**src/rtl/calc_pkg.sv**
```systemverilog
// rtl/calc_pkg.sv - opcodes, ALU function codes and FSM states for the calculator sequencer
package calc_pkg;

    localparam logic [3:0] OP_NOP  = 4'd0;
    localparam logic [3:0] OP_LOAD = 4'd1;
    localparam logic [3:0] OP_ADD  = 4'd2;
    localparam logic [3:0] OP_SUB  = 4'd3;
    localparam logic [3:0] OP_MUL  = 4'd4;
    localparam logic [3:0] OP_DIV  = 4'd5;
    localparam logic [3:0] OP_CLR  = 4'd6;
    localparam logic [3:0] OP_READ = 4'd7;

    localparam logic [1:0] ALU_ADD = 2'd0;
    localparam logic [1:0] ALU_SUB = 2'd1;
    localparam logic [1:0] ALU_MUL = 2'd2;
    localparam logic [1:0] ALU_DIV = 2'd3;

    typedef enum logic [1:0] {
        S_IDLE  = 2'd0,
        S_ISSUE = 2'd1,
        S_WAIT  = 2'd2,
        S_RESP  = 2'd3
    } state_t;

    function automatic logic is_alu_op(input logic [3:0] op);
        return (op == OP_ADD) || (op == OP_SUB) || (op == OP_MUL) || (op == OP_DIV);
    endfunction

    function automatic logic [1:0] alu_fn(input logic [3:0] op);
        logic [1:0] fn;
        case (op)
            OP_SUB:  fn = ALU_SUB;
            OP_MUL:  fn = ALU_MUL;
            OP_DIV:  fn = ALU_DIV;
            default: fn = ALU_ADD;
        endcase
        return fn;
    endfunction

endpackage

```
**src/rtl/calc_timeout_ctr.sv**
```systemverilog
// rtl/calc_timeout_ctr.sv - clearable cycle counter flagging the last allowed wait cycle
module calc_timeout_ctr #(
    parameter int TW      = 5,
    parameter int TIMEOUT = 16
) (
    input  logic clk,
    input  logic rst,
    input  logic clr,
    input  logic en,
    output logic expired
);

    logic [TW-1:0] count;

    always_ff @(posedge clk) begin
        if (rst || clr) begin
            count <= '0;
        end else if (en) begin
            count <= count + TW'(1);
        end
    end

    // Expired on the TIMEOUT-th enabled cycle after a clear.
    assign expired = (count == TW'(TIMEOUT - 1));

endmodule

```
**src/rtl/calc_op_sequencer.sv**
```systemverilog
// rtl/calc_op_sequencer.sv - sequences accumulator updates and the shared multi-cycle ALU per host command
module calc_op_sequencer
    import calc_pkg::*;
#(
    parameter int N       = 8,
    parameter int TIMEOUT = 16,
    parameter int TW      = 5
) (
    input  logic         clk,
    input  logic         rst,
    input  logic         cmd_valid,
    output logic         cmd_ready,
    input  logic [3:0]   cmd_op,
    input  logic [N-1:0] cmd_data,
    input  logic [N-1:0] acc_q,
    output logic [N-1:0] acc_d,
    output logic         alu_start,
    output logic [1:0]   alu_op,
    output logic [N-1:0] alu_a,
    output logic [N-1:0] alu_b,
    input  logic         alu_done,
    input  logic [N-1:0] alu_result,
    input  logic         alu_err,
    output logic         rsp_valid,
    input  logic         rsp_ready,
    output logic [N-1:0] rsp_data,
    output logic         rsp_err,
    output logic         busy
);

    state_t       state;
    state_t       state_nxt;
    logic [3:0]   op_r;
    logic [N-1:0] data_r;
    logic [N-1:0] rsp_data_r;
    logic         rsp_err_r;
    logic         accept;
    logic         expired;
    logic         rsp_upd;
    logic [N-1:0] rsp_data_nxt;
    logic         rsp_err_nxt;

    assign accept = cmd_valid && cmd_ready;

    calc_timeout_ctr #(
        .TW      (TW),
        .TIMEOUT (TIMEOUT)
    ) u_timeout (
        .clk     (clk),
        .rst     (rst),
        .clr     (state == S_ISSUE),
        .en      (state == S_WAIT),
        .expired (expired)
    );

    always_ff @(posedge clk) begin
        if (rst) begin
            state <= S_IDLE;
        end else begin
            state <= state_nxt;
        end
    end

    always_comb begin
        state_nxt = state;
        case (state)
            S_IDLE: begin
                if (accept) begin
                    state_nxt = is_alu_op(cmd_op) ? S_ISSUE : S_RESP;
                end
            end
            S_ISSUE: state_nxt = S_WAIT;
            S_WAIT: begin
                if (alu_done || expired) begin
                    state_nxt = S_RESP;
                end
            end
            S_RESP: begin
                if (rsp_ready) begin
                    state_nxt = S_IDLE;
                end
            end
            default: state_nxt = S_IDLE;
        endcase
    end

    // The accumulator has no enable, so acc_d must recirculate acc_q unless this cycle commits an update.
    always_comb begin
        cmd_ready    = (state == S_IDLE);
        busy         = (state != S_IDLE);
        rsp_valid    = (state == S_RESP);
        alu_start    = (state == S_ISSUE);
        alu_op       = alu_fn(op_r);
        alu_a        = acc_q;
        alu_b        = data_r;
        acc_d        = acc_q;
        rsp_upd      = 1'b0;
        rsp_data_nxt = acc_q;
        rsp_err_nxt  = 1'b0;
        case (state)
            S_IDLE: begin
                if (accept && !is_alu_op(cmd_op)) begin
                    rsp_upd = 1'b1;
                    case (cmd_op)
                        OP_LOAD: acc_d = cmd_data;
                        OP_CLR:  acc_d = '0;
                        OP_NOP, OP_READ: acc_d = acc_q;
                        default: rsp_err_nxt = 1'b1;
                    endcase
                    rsp_data_nxt = acc_d;
                end
            end
            S_WAIT: begin
                if (alu_done) begin
                    rsp_upd = 1'b1;
                    if (alu_err) begin
                        rsp_err_nxt = 1'b1;
                    end else begin
                        acc_d        = alu_result;
                        rsp_data_nxt = alu_result;
                    end
                end else if (expired) begin
                    rsp_upd     = 1'b1;
                    rsp_err_nxt = 1'b1;
                end
            end
            default: ;
        endcase
        if (rst) begin
            acc_d = '0;
        end
    end

    always_ff @(posedge clk) begin
        if (rst) begin
            op_r       <= OP_NOP;
            data_r     <= '0;
            rsp_data_r <= '0;
            rsp_err_r  <= 1'b0;
        end else begin
            if (accept) begin
                op_r   <= cmd_op;
                data_r <= cmd_data;
            end
            if (rsp_upd) begin
                rsp_data_r <= rsp_data_nxt;
                rsp_err_r  <= rsp_err_nxt;
            end
        end
    end

    assign rsp_data = rsp_data_r;
    assign rsp_err  = rsp_err_r;

endmodule
```
**config.mk**
```make
export PLATFORM = sky130hd
export DESIGN_NAME = calc_op_sequencer
export DESIGN_NICKNAME = d
export VERILOG_FILES = /design/src/rtl/calc_pkg.sv /design/src/rtl/calc_timeout_ctr.sv /design/src/rtl/calc_op_sequencer.sv
export SDC_FILE = /design/constraint.sdc
export NUM_CORES = 1
export LEC_CHECK = 0
export ABC_AREA = 1
export CAP_MARGIN = 20
export CORE_ASPECT_RATIO = 0.7
export CORE_UTILIZATION = 45
export CTS_CLUSTER_SIZE = 25
export DETAILED_ROUTE_END_ITERATION = 8
export PLACE_DENSITY = 0.91
export SETUP_SLACK_MARGIN = 0.02
export SYNTH_ARGS = -nofsm -noshare
export SYNTH_HDL_FRONTEND = slang
export SYNTH_SLANG_ARGS = --single-unit
```
**constraint.sdc**
```tcl
create_clock -name clk -period 2.7 [get_ports clk]
set_input_delay 0.405 -clock clk [delete_from_list [all_inputs] [get_ports clk]]
set_output_delay 0.405 -clock clk [all_outputs]
set_load 0.005 [all_outputs]
```
==> out/results.ini <==
[outcome]
status = completed

[place]
io_buffers = 72
gp_congestion = 0.859
dp_hpwl_mm = 3.54
dp_cells = 358

[grt]
grt_pass1_wl_mm = 7.31
antenna_found_initial = 0
grt_overflow = 0
grt_pass1_vias = 1629
grt_usage_pct = 23.0
grt_max_degree = 24

[routing]
ant_nets = 0
drc = 0
drt-total-wl_mm = 4.67
viasPerCell = 5.01
dr.first_iter.drc_count = 106
avgRoutedWirePerCell_um = 12.9
drt_pass1_iterations = 4
num_vias = 1815

[floorplanning]
start_util_pct = 48.0
dieWidth_um = 76.1
io_pins = 73
die_area_um2 = 4100
fp-row-count = 18
die_h_um = 53.8
core_um2 = 3600

[power]
p_leak_nw = 1.19
fin_total_pwr_mw = 1.90
vdd_drop_max_uv = 412
power_density_nw_per_um2 = 762

[clocking]
clk_pin_slew_ps = 90
cts_tree = done
cts.sinks = 28
cts_buffer_depth = 2
htree_num_levels = 1
ctsHoldBuffers = 0
cts_root_buf = clkbuf_8
post-cts-setup-buffers = 0
numCtsBuffers = 3
clk-insertion-delay-late_ps = 280

[cells_and_area]
n_antenna_cell = 0
layout-drive-gt1-share_pct = 11.2
fin_cells = 362
syn_to_final_growth_pct = 44.7
nets = 354

[timing]
worst_pin_slew_ps = 477
layout_min_cycle_time_ps = 2560
relSlewSlack_pct = 68.1
rsz0062_at_grt = no
drv_slew = 0
skew_ps = 4.95
timing.fmax_mhz = 390
post-route-period-util_pct = 94.9
hold_viol = 0
final-setup-viol-count = 0
fin_tns_setup_ps = 0

[logic_synthesis]
syn_area_um2 = 1730
synthCells = 249
netlist_top_cells_area = dfxtp_1 32%, nand2_1 13%, a21oi_1 7.2%
netlist-cell-type-count = 27
synth_area_leader_cell = dfxtp_1
syn_area_per_cell_um2 = 6.94
ys_seq_area_share_pct = 32.4
yosys_warnings = 0
ys_seq_elements = 28
synth_top_area_share_pct = 32.4
syn_nets = 290

[critical_path]
cp.arrival_ps = 2160
worstPathMaxFanout = 8
cp-start-kind = flop
crit_type = reg -> out
crit_required_ps = 2300
worst_setup_path_end_kind = output pin

[hold_path]
hold_path_class = reg -> reg

[job]
maxCapViolations = 0

-- layout make-up --
class	instances	area [um^2]
Inverter	39	151
Sequential cell	28	563
Clock buffer	4	55.1
Tap cell	50	62.6
Fill cell	304	1100
Timing Repair Buffer	76	763
Multi-Input combinational cell	165	905
-- flip-flops by register name, indices dropped and copies added, names as in the netlist --
name,flops
state,2
rsp_err,1
alu_b,8
u_timeout.count,5
rsp_data,8
op_r,4
-- kinds of logic (layout without fill, tap and decap cells) --
logic type	Yosys count	count (layout)	synth area share, %
AND/OR/NAND/NOR	105	105	28.6
buffers and inverters	56	119	16.2
AO/OA/AOI/OAI	52	52	17.2
flip-flops	28	28	32.4
adder cells (fa/ha/maj)	7	7	5.07
XOR/XNOR	1	1	0.507
-- Yosys cell counts, drive strengths merged --
master	n
or2	1
ha	7
inv	39
a21oi	25
nor2	10
dfxtp	28
xnor2	1
nor3	6
buf	14
clkbuf	3
nor3b	1
nand2	68
a22oi	8
o21a	1
a31oi	2
o21ai	16
nand3	19
-- worst max-delay path: stages (launching register included) --
cell and delay, ps:
dfxtp_2 350, inv_1 140, ha_2 270, nand2_1 130, inv_2 150, a22oi_1 120, a21oi_1 170, clkdlybuf4s50_1 530
-- worst paths after layout --
path	slack, ps	depth (start not counted)	end	start
setup reg to reg	860	9	state[1]	u_timeout.count[1]
hold reg to reg	470	2	alu_b[6]	alu_b[6]
setup / recovery	140	7	acc_d[3]	state[0]
hold / removal	470	2	alu_b[6]	alu_b[6]
-- routing by layer --
layer  vias to the layer above  GRT usage (%)  share of wire (%)
met3                         2           5.42                9.3
met5                         -              0                  0
met1                       814           28.7                 44
met2                        78           42.4                 46
li1                        921              -                  -
met4                         0           3.21               0.19
-- power by group --
part	leakage, nW	total [mW]	internal, mW	switching [mW]
sequential	0.230	0.604	0.529	0.0749
combinational	0.932	1.04	0.521	0.519
clock	0.0288	0.261	0.131	0.130
-- timing repair --
item                                    in CTS  in global routing
gates resized for setup                      1                 12
endpoints found under the setup margin       7                  8
pin swaps                                    0                  1
gates cloned                                 0                  0
-- cell usage in the layout, fill, tap and decap left out, types with 3 or more instances in the layout --
master / count
inv_2: 8
o21ai_2: 3
clkbuf_8: 4
buf_4: 4
dlymetal6s2s_1: 5
o21ai_0: 13
inv_1: 30
clkdlybuf4s50_1: 67
nand2_4: 5
a21oi_1: 25
nand2_2: 3
nand3_1: 18
ha_1: 5
nor3_1: 5
dfxtp_1: 26
nand2_1: 60
a22oi_1: 8
nor2_1: 9
-- stage by stage --
stage / util (%) / area [um^2] / hold slack (ps) / setup slack (ps)
after CTS: 68.5 / 2470 / 471 / 21.8
after global routing: 69.4 / 2500 / 509 / 21.5
final: 69.4 / 2500 / 472 / 138
after global placement: 66.9 / 2410 / 450 / 61.2
after detailed placement: 66.9 / 2410 / 457 / 34.1
after floorplan: - / 1730 / 445 / 960
Note: power is estimated with default switching activity, not from simulation.
